--- config.mk ---
export PLATFORM = sky130hd
export DESIGN_NAME = instruction_fetch_unit_flat
export DESIGN_NICKNAME = d
export VERILOG_FILES = /design/src/rtl/instruction_fetch_unit_pkg.sv /design/src/rtl/instruction_fetch_unit_if.sv /design/src/rtl/instruction_fetch_unit_pc_register.sv /design/src/rtl/instruction_fetch_unit.sv /design/src/flat_wrapper.sv
export SDC_FILE = /design/constraint.sdc
export NUM_CORES = 1
export LEC_CHECK = 0
export BUFFER_PORTS_ARGS = -buffer_cell sky130_fd_sc_hd__buf_2
export CAP_MARGIN = 20
export CORE_UTILIZATION = 55
export CTS_CLUSTER_DIAMETER = 120
export DETAILED_ROUTE_END_ITERATION = 7
export PLACE_DENSITY = 0.93
export SLEW_MARGIN = 10
export SYNTH_ARGS = -nofsm -noshare
export SYNTH_HDL_FRONTEND = slang
export SYNTH_SLANG_ARGS = --single-unit
--- constraint.sdc ---
create_clock -name Clk -period 6.06 [get_ports Clk]
set_input_delay 0.303 -clock Clk [delete_from_list [all_inputs] [get_ports Clk]]
set_output_delay 0.303 -clock Clk [all_outputs]
set_load 0.05 [all_outputs]
--- src/rtl/instruction_fetch_unit_pkg.sv ---
// Shared MIPS fetch definitions: fetch FSM states,
// NOP encoding, default reset PC and program image limit.
package mips_pkg;

  typedef enum logic [1:0] {
    BOOT   = 2'd0,
    FETCH  = 2'd1,
    HALTED = 2'd2
  } fetch_state_e;

  localparam logic [31:0] NOP_INSTR      = 32'h0000_0000;
  localparam logic [31:0] RESET_PC_DEF   = 32'h0000_0000;
  localparam logic [31:0] ADDR_LIMIT_DEF = 32'd512;

  function automatic logic [31:0] align_word(
    input logic [31:0] a
  );
    return {a[31:2], 2'b00};
  endfunction

endpackage

--- src/rtl/instruction_fetch_unit_if.sv ---
// Instruction-memory read port: fetch drives the
// word address, memory returns data combinationally.
interface instruction_fetch_unit_if;
  logic [31:0] InstrAddress;
  logic [31:0] Instruction;

  modport master (
    output InstrAddress,
    input  Instruction
  );

  modport slave (
    input  InstrAddress,
    output Instruction
  );
endinterface

--- src/rtl/instruction_fetch_unit_pc_register.sv ---
// Program counter: async reset, load enable,
// low two bits always cleared.
module pc_register
  import mips_pkg::*;
#(
  parameter logic [31:0] RESET_PC = RESET_PC_DEF
) (
  input  logic        clk,
  input  logic        rst,
  input  logic        load,
  input  logic [31:0] d,
  output logic [31:0] q
);

  always_ff @(posedge clk or posedge rst) begin
    if (rst) begin
      q <= align_word(RESET_PC);
    end else if (load) begin
      q <= {d[31:2], 2'b00};
    end
  end

endmodule

--- src/rtl/instruction_fetch_unit.sv ---
// Fetch stage: PC, boot/fetch/halt FSM and the
// IF/ID pipeline register.
module instruction_fetch_unit
  import mips_pkg::*;
#(
  parameter logic [31:0] RESET_PC   = RESET_PC_DEF,
  parameter logic [31:0] ADDR_LIMIT = ADDR_LIMIT_DEF
) (
  input  logic                            Clk,
  input  logic                            Reset,
  instruction_fetch_unit_if.master        imem,
  input  logic                            Stall,
  input  logic                            Redirect,
  input  logic [31:0]                     RedirectTarget,
  output logic [31:0]                     IF_ID_Instruction,
  output logic [31:0]                     IF_ID_PCPlus4,
  output logic                            IF_ID_Valid,
  output logic                            Halted
);

  fetch_state_e state, state_nxt;

  logic [31:0] pc;
  logic [31:0] pc_plus4;
  logic [31:0] tgt;
  logic        pc_load;
  logic [31:0] pc_d;
  logic [31:0] instr_nxt;
  logic [31:0] p4_nxt;
  logic        valid_nxt;

  assign pc_plus4 = pc + 32'd4;
  assign tgt      = align_word(RedirectTarget);

  pc_register #(.RESET_PC(RESET_PC)) u_pc (
    .clk  (Clk),
    .rst  (Reset),
    .load (pc_load),
    .d    (pc_d),
    .q    (pc)
  );

  always_ff @(posedge Clk or posedge Reset) begin
    if (Reset) begin
      state <= BOOT;
    end else begin
      state <= state_nxt;
    end
  end

  always_comb begin
    state_nxt = state;
    pc_load   = 1'b0;
    pc_d      = pc;
    instr_nxt = IF_ID_Instruction;
    p4_nxt    = IF_ID_PCPlus4;
    valid_nxt = IF_ID_Valid;
    unique case (state)
      BOOT: begin
        state_nxt = FETCH;
      end
      FETCH: begin
        if (Redirect) begin
          pc_load   = 1'b1;
          pc_d      = tgt;
          valid_nxt = 1'b0;
          instr_nxt = NOP_INSTR;
          if (tgt >= ADDR_LIMIT) state_nxt = HALTED;
        end else if (!Stall) begin
          instr_nxt = imem.Instruction;
          p4_nxt    = pc_plus4;
          valid_nxt = 1'b1;
          // last word: keep PC parked on it
          if (pc_plus4 >= ADDR_LIMIT) begin
            state_nxt = HALTED;
          end else begin
            pc_load = 1'b1;
            pc_d    = pc_plus4;
          end
        end
      end
      HALTED: begin
        valid_nxt = 1'b0;
        if (Redirect && (tgt < ADDR_LIMIT)) begin
          pc_load   = 1'b1;
          pc_d      = tgt;
          state_nxt = FETCH;
        end
      end
      default: begin
        state_nxt = BOOT;
      end
    endcase
  end

  always_ff @(posedge Clk or posedge Reset) begin
    if (Reset) begin
      IF_ID_Instruction <= NOP_INSTR;
      IF_ID_PCPlus4     <= 32'h0;
      IF_ID_Valid       <= 1'b0;
    end else begin
      IF_ID_Instruction <= instr_nxt;
      IF_ID_PCPlus4     <= p4_nxt;
      IF_ID_Valid       <= valid_nxt;
    end
  end

  assign imem.InstrAddress = pc;
  assign Halted            = (state == HALTED);

endmodule

--- src/flat_wrapper.sv ---
// flat-port wrapper written by rule: the top's interface ports become plain ports
module instruction_fetch_unit_flat import mips_pkg::*;
#(
  parameter logic [31:0] RESET_PC   = RESET_PC_DEF,
  parameter logic [31:0] ADDR_LIMIT = ADDR_LIMIT_DEF
)
  (Clk, Reset, Stall, Redirect, RedirectTarget, IF_ID_Instruction, IF_ID_PCPlus4, IF_ID_Valid, Halted, imem_InstrAddress, imem_Instruction);
  instruction_fetch_unit_if imem_i ();
  input  logic Clk;
  input  logic Reset;
  input  logic Stall;
  input  logic Redirect;
  input  logic [31:0] RedirectTarget;
  output logic [31:0] IF_ID_Instruction;
  output logic [31:0] IF_ID_PCPlus4;
  output logic IF_ID_Valid;
  output logic Halted;
  output wire logic [$bits(imem_i.InstrAddress)-1:0] imem_InstrAddress;
  input wire logic [$bits(imem_i.Instruction)-1:0] imem_Instruction;
  assign imem_InstrAddress = imem_i.InstrAddress;
  assign imem_i.Instruction = imem_Instruction;
  instruction_fetch_unit #(.RESET_PC(RESET_PC), .ADDR_LIMIT(ADDR_LIMIT)) u_core (.Clk(Clk), .Reset(Reset), .imem(imem_i), .Stall(Stall), .Redirect(Redirect), .RedirectTarget(RedirectTarget), .IF_ID_Instruction(IF_ID_Instruction), .IF_ID_PCPlus4(IF_ID_PCPlus4), .IF_ID_Valid(IF_ID_Valid), .Halted(Halted));
endmodule
[Word level (Yosys, flattened, before mapping)]
Cells that the tools add are included.
Storage, ports and cells
  register bits after elaboration: 97
  output and inout port bits: 98
  word-level logic and storage cells: 48
Cells by class
  $add $sub $neg: 1
  magnitude comparators: 3
  equality and inequality tests: 8
  mux-type cells: 21
  bitwise gates (word level): 2
  reductions and logical operators: 8
Operators by type and width (count)
  $mux 32: 6
  $ge 32x10->1 const B: 2
  $pmux 32 s2: 1
  $add 32x3->32 const B: 1
  $lt 32x10->1 const B: 1
  $mux 2: 5
  $mux 1: 6
  $ne 3x2->1 const B: 2
  $ne 3x3->1 const B: 2
  $pmux 2 s3: 1
  $reduce_and 5->1: 1
  $ne 2x1->1 const B: 2
  $pmux 1 s2: 2
  $reduce_and 2->1: 2
  $reduce_and 4->1: 1
  $reduce_and 3->1: 1
  $eq 2x1->1 const B: 1
  $eq 2x2->1 const B: 1
  $logic_not 2->1: 1
  $not 1->1: 2
  $reduce_bool 2->1: 1
  $logic_and 1x1->1: 1

[Logic depth before layout (Yosys ltp)]
  depth in word-level cells: 7
  gate-level depth with buffers: 11
  depth with buffers taken out: 10

[By module]
From an unflattened synthesis, not the netlist that was laid out.
Second synthesis, totals
  cells, all modules: 547
  area, all modules: 5524.0 sq um
By module, submodules not included
  instruction_fetch_unit: times used 1, cells an instance 480, area an instance 4266.6 sq um, sequential area each 1676.6 sq um
  pc_register: times used 1, cells an instance 67, area an instance 1257.5 sq um, sequential area each 750.7 sq um

[Least setup slack after synthesis]
Ideal clock, no wire load.
  path kind: reg-to-reg
  start point: register u_core.u_pc.q[2]
  end point: register u_core.u_pc.q[12]
  data arrival time: 3130 ps
  data required time: 5934 ps
  setup slack: 2803 ps
  stages on the path, launching flop included: 12
  clock period less this slack: 3257 ps
  cells stage by stage: dfrtp_1 > ha_1 > nand3_1 > nor4_2 > buf_2 > nand4_1 > a221oi_1 > nand4_1 > o21a_2 > a21oi_4 > buf_6 > o22ai_1
On the way
  cells in the longest elaborated chain, start to end: 7
  elaborated cells on any way between the ends: 12
  those cells by class: add/sub (1); order compare (1); eq/ne (1); mux (8); reduce/logical (1)
RTL lines
  start, declared: RTL line instruction_fetch_unit_pc_register.sv:12  | output logic [31:0] q
  start signal, assigned: RTL line instruction_fetch_unit_pc_register.sv:17  | q <= align_word(RESET_PC);
  start signal, assigned: RTL line instruction_fetch_unit_pc_register.sv:19  | q <= {d[31:2], 2'b00};
  $add 32x3->32 *: RTL line instruction_fetch_unit.sv:32  | assign pc_plus4 = pc + 32'd4;
  $ge 32x10->1: RTL line instruction_fetch_unit.sv:74  | if (pc_plus4 >= ADDR_LIMIT) begin
  $mux 1: RTL line instruction_fetch_unit.sv:74
  $mux 1: RTL line instruction_fetch_unit.sv:69  | end else if (!Stall) begin
  $mux 1: RTL line instruction_fetch_unit.sv:63  | if (Redirect) begin
  $pmux 1 s2: RTL line instruction_fetch_unit.sv:58  | unique case (state)
  $reduce_and 5->1 (no line)
Every way passes the cells marked *; elsewhere a longest branch is shown, timed or not. The select of a mux whose other input is x is not followed.
A chain may end at the register's enable or synchronous reset.

[Worst setup path after layout]
Ends and elaborated chain as after synthesis.

==> impl_metrics.toml <==
[run]
max_cap_violations = 0

[floorplanning]
die_w_um = 98.0
initial_core_util = 0.576
rows = 34
die_height_um = 98.0
ios = 166
core_area_sq_um = 8810
dieArea_sq_um = 9610

[worst_setup_path]
r2r_slack_ps = 2330
max_stage_delay_ps = 620
critical_path_required_ps = 6270
crit_path_end_kind = "flip-flop"
path_common_cell = "nand4_1"
crit_slowest_cell = "a21oi_4"
crit_path_cell_trace = "ha_1 -> nand3_1 -> nor4_2 -> buf_4 -> nand4_1 -> a221oi_1 -> nand4_1 -> o21a_2 -> a21oi_4 -> o22ai_1"
cp.arrival_ps = 3940
path_class = "flip-flop to flip-flop"
startpoint_type = "flip-flop"
critical_path.max_fanout = 21

[placed_design]
hpwl_mm = 9.51
gp_congestion = 0.961
numPortBuffers = 159
post-place-ws_ps = 2450
placed_cell_area_sq_um = 5820

[layout]
drive_above_1_share = 0.308
diodes = 0
area_growth_pct = 19.7
final_area_sq_um = 6070
nets = 735

[sta]
grt_setup_unrepaired = "false"
relSlewSlack = 0.346
setup_viol = 0
worst_pin_slew_ps = 973
fmax_ghz = 0.268
slew_violations = 0
fin_ws_ps = 2330
setup_tns_ps = 0
hold_violations = 0
finClkSkew_ps = 12.1
finalWorstPathRequiredPeriod_ps = 3730
fin_crit_sh = 0.616

[yosys]
synthFlopType = "dfrtp_1"
synthCells = 534
ys_async_sr_fraction = 1.00
synth_cell_types = 60
ys_ff_latch = 95
synth_edf_count = 0
avgSynthCellArea_sq_um = 9.49
ys_seq_area_frac = 0.469
netlist_area_sq_um = 5070
ys_warn_count = 0

[route]
via_count = 4753
drt_pass1_iterations = 8
via_per_inst = 6.13
drt_wl_total_mm = 13.6
drtIter0Drc = 481
route.detailed.drc = 19
routedWlPerCell_um = 17.5
ant_nets = 0

[power_and_ir_drop]
combPwrFrac = 0.579
p_sw_w = 0.00234
p_per_area_nw_per_um2 = 688
p_leak_nw = 2.70
sw_frac_of_total = 0.560
ir_worst_vdd_uv = 391
intPower_w = 0.00184
seqPwrFrac = 0.309
power_frac_clock = 0.111

[clock_tree]
cts.sinks = 95
cts_tree = "built"
clock_path_buffers = 2
cts_buffers = 9
clock-root-buffer = "clkbuf_8"
clk_pin_slew_ps = 100
postCtsSetupRepairBufs = 0
cts.htree.levels = 3
clock_latency_ps = 360

[status]
violations = "design-rule violations"
status = "finished with violations"

[global_routing]
grt_pass1_wl_mm = 22.1
antenna_found_initial = 0
track_usage = 0.285
grt_max_degree = 62
grt_overflow = 0
grt_pass1_vias = 4461

[min_path]
hold_path_class = "input port to flip-flop"
==> kinds of logic after synthesis <==
kind of cell / Yosys count / synth area share
flip-flops: 95 / 0.469
multiplexers: 2 / 0.00420
adder cells (fa/ha/maj): 4 / 0.00987
buffers and inverters: 63 / 0.0558
XOR/XNOR: 32 / 0.0553
AO/OA/AOI/OAI: 159 / 0.233
AND/OR/NAND/NOR: 178 / 0.172
other: 1 / 0.000740
==> per-layer routing <==
layer | global-route usage | routed length [um] | vias to the layer above | part of all wire
li1 | - | - | 2198 | -
met1 | 0.383 | 5670 | 2265 | 0.42
met2 | 0.477 | 6540 | 265 | 0.48
met3 | 0.0401 | 1140 | 25 | 0.084
met4 | 0.0956 | 240 | 0 | 0.018
met5 | 0 | 0 | - | 0
==> power groups by stage <==
stage          clock network, W  logic (W)  registers, W
4_1_cts                0.000474    0.00241       0.00128
3_3_place_gp                  0    0.00235       0.00127
3_5_place_dp                  0    0.00240       0.00129
6_report               0.000465    0.00242       0.00129
2_1_floorplan                 0   0.000962       0.00219
5_1_grt                0.000494    0.00255       0.00133
==> synth_stat cells (all sizes together) (2+ instances only) <==
library cell	n	area [sq um]
nand4	15	100
a31o	3	26.3
clkbuf	34	129
or4	3	22.5
o22ai	8	50.1
a21o	2	15.0
and4	2	17.5
o2bb2ai	2	17.5
o22a	5	43.8
o21ai	16	83.8
a22o	32	280
buf	17	109
inv	12	45.0
a31oi	7	43.8
a211oi	7	57.6
ha	4	50.1
nor4	13	87.6
or2	3	18.8
xor2	11	96.3
a2bb2oi	11	165
nand3	25	125
and3	9	56.3
a211o	3	26.3
nand2b	2	12.5
xnor2	21	184
o21a	2	16.3
o31ai	2	15.0
or3	6	37.5
nor3	4	20.0
nand2	32	120
o211ai	2	15.0
nor2	60	225
a21oi	49	257
dfrtp	95	2380
==> layout make-up <==
type	count	area, sq um
repair buffers	166	858
inverters	12	46.3
multi-input cells	379	2430
clock inverters	6	93.8
clock buffers	10	128
well taps	108	135
fillers	692	2740
flip-flops and latches	95	2380
==> sequential cells by signal, indices dropped and copies added, names as in the netlist <==
name / flops
u_core.IF_ID_Instruction: 32
u_core.IF_ID_PCPlus4: 30
u_core.u_pc.q: 30
u_core.state: 2
u_core.IF_ID_Valid: 1
==> path summary, 6_finish.rpt <==
check,from,endpoint,depth (start not counted)
worst max-delay path,u_core.u_pc.q[2],u_core.u_pc.q[12],10
worst min-delay path,imem_Instruction[6],u_core.IF_ID_Instruction[6],2
worst max register to register,u_core.u_pc.q[2],u_core.u_pc.q[12],10
worst min register to register,u_core.IF_ID_Instruction[26],u_core.IF_ID_Instruction[26],1
max in group asynchronous,Reset,u_core.state[1],4
min in group asynchronous,Reset,u_core.IF_ID_Instruction[22],3
==> repair_timing <==
action,in CTS,in global routing
resized for setup,0,0
endpoints found under the hold margin,35,0
hold buffers,1,0
==> layout by cell type, fill, tap and decap left out, types with 5 or more instances in the layout <==
master     count
a211oi_1       6
a21oi_1       48
a22o_1        32
a2bb2oi_2     11
a31oi_1        7
and3_1         9
buf_2        159
buf_4          5
clkbuf_8       9
dfrtp_1       95
inv_1         11
nand2_1       32
nand3_1       25
nand4_1       14
nor2_1        58
nor4_1        12
o21ai_0       15
o22a_1         5
o22ai_1        8
or3_1          6
xnor2_1       21
xor2_1        11
==> stage by stage <==
| stage | util | total power (W) | hold WS [ps] | cells |
|---|---|---|---|---|
| final | 0.689 | 0.00417 | 155 | 776 |
| after global routing | 0.689 | 0.00438 | 149 | 776 |
| after CTS | 0.688 | 0.00416 | 149 | 775 |
| after detailed placement | 0.661 | 0.00369 | 374 | 758 |
| after global placement | 0.661 | 0.00362 | 357 | 758 |
| after floorplan | - | 0.00315 | 385 | 537 |
==> worst max-delay path: cells and delay by family (launching register included) <==
| family | cells | cell delay (ps) |
|---|---|---|
| compound gates | 4 | 1500 |
| simple gates | 4 | 1030 |
| flops | 1 | 490 |
| buf+inv | 1 | 270 |
| fa+ha+maj | 1 | 290 |
Note: power is estimated with default switching activity, not from simulation.
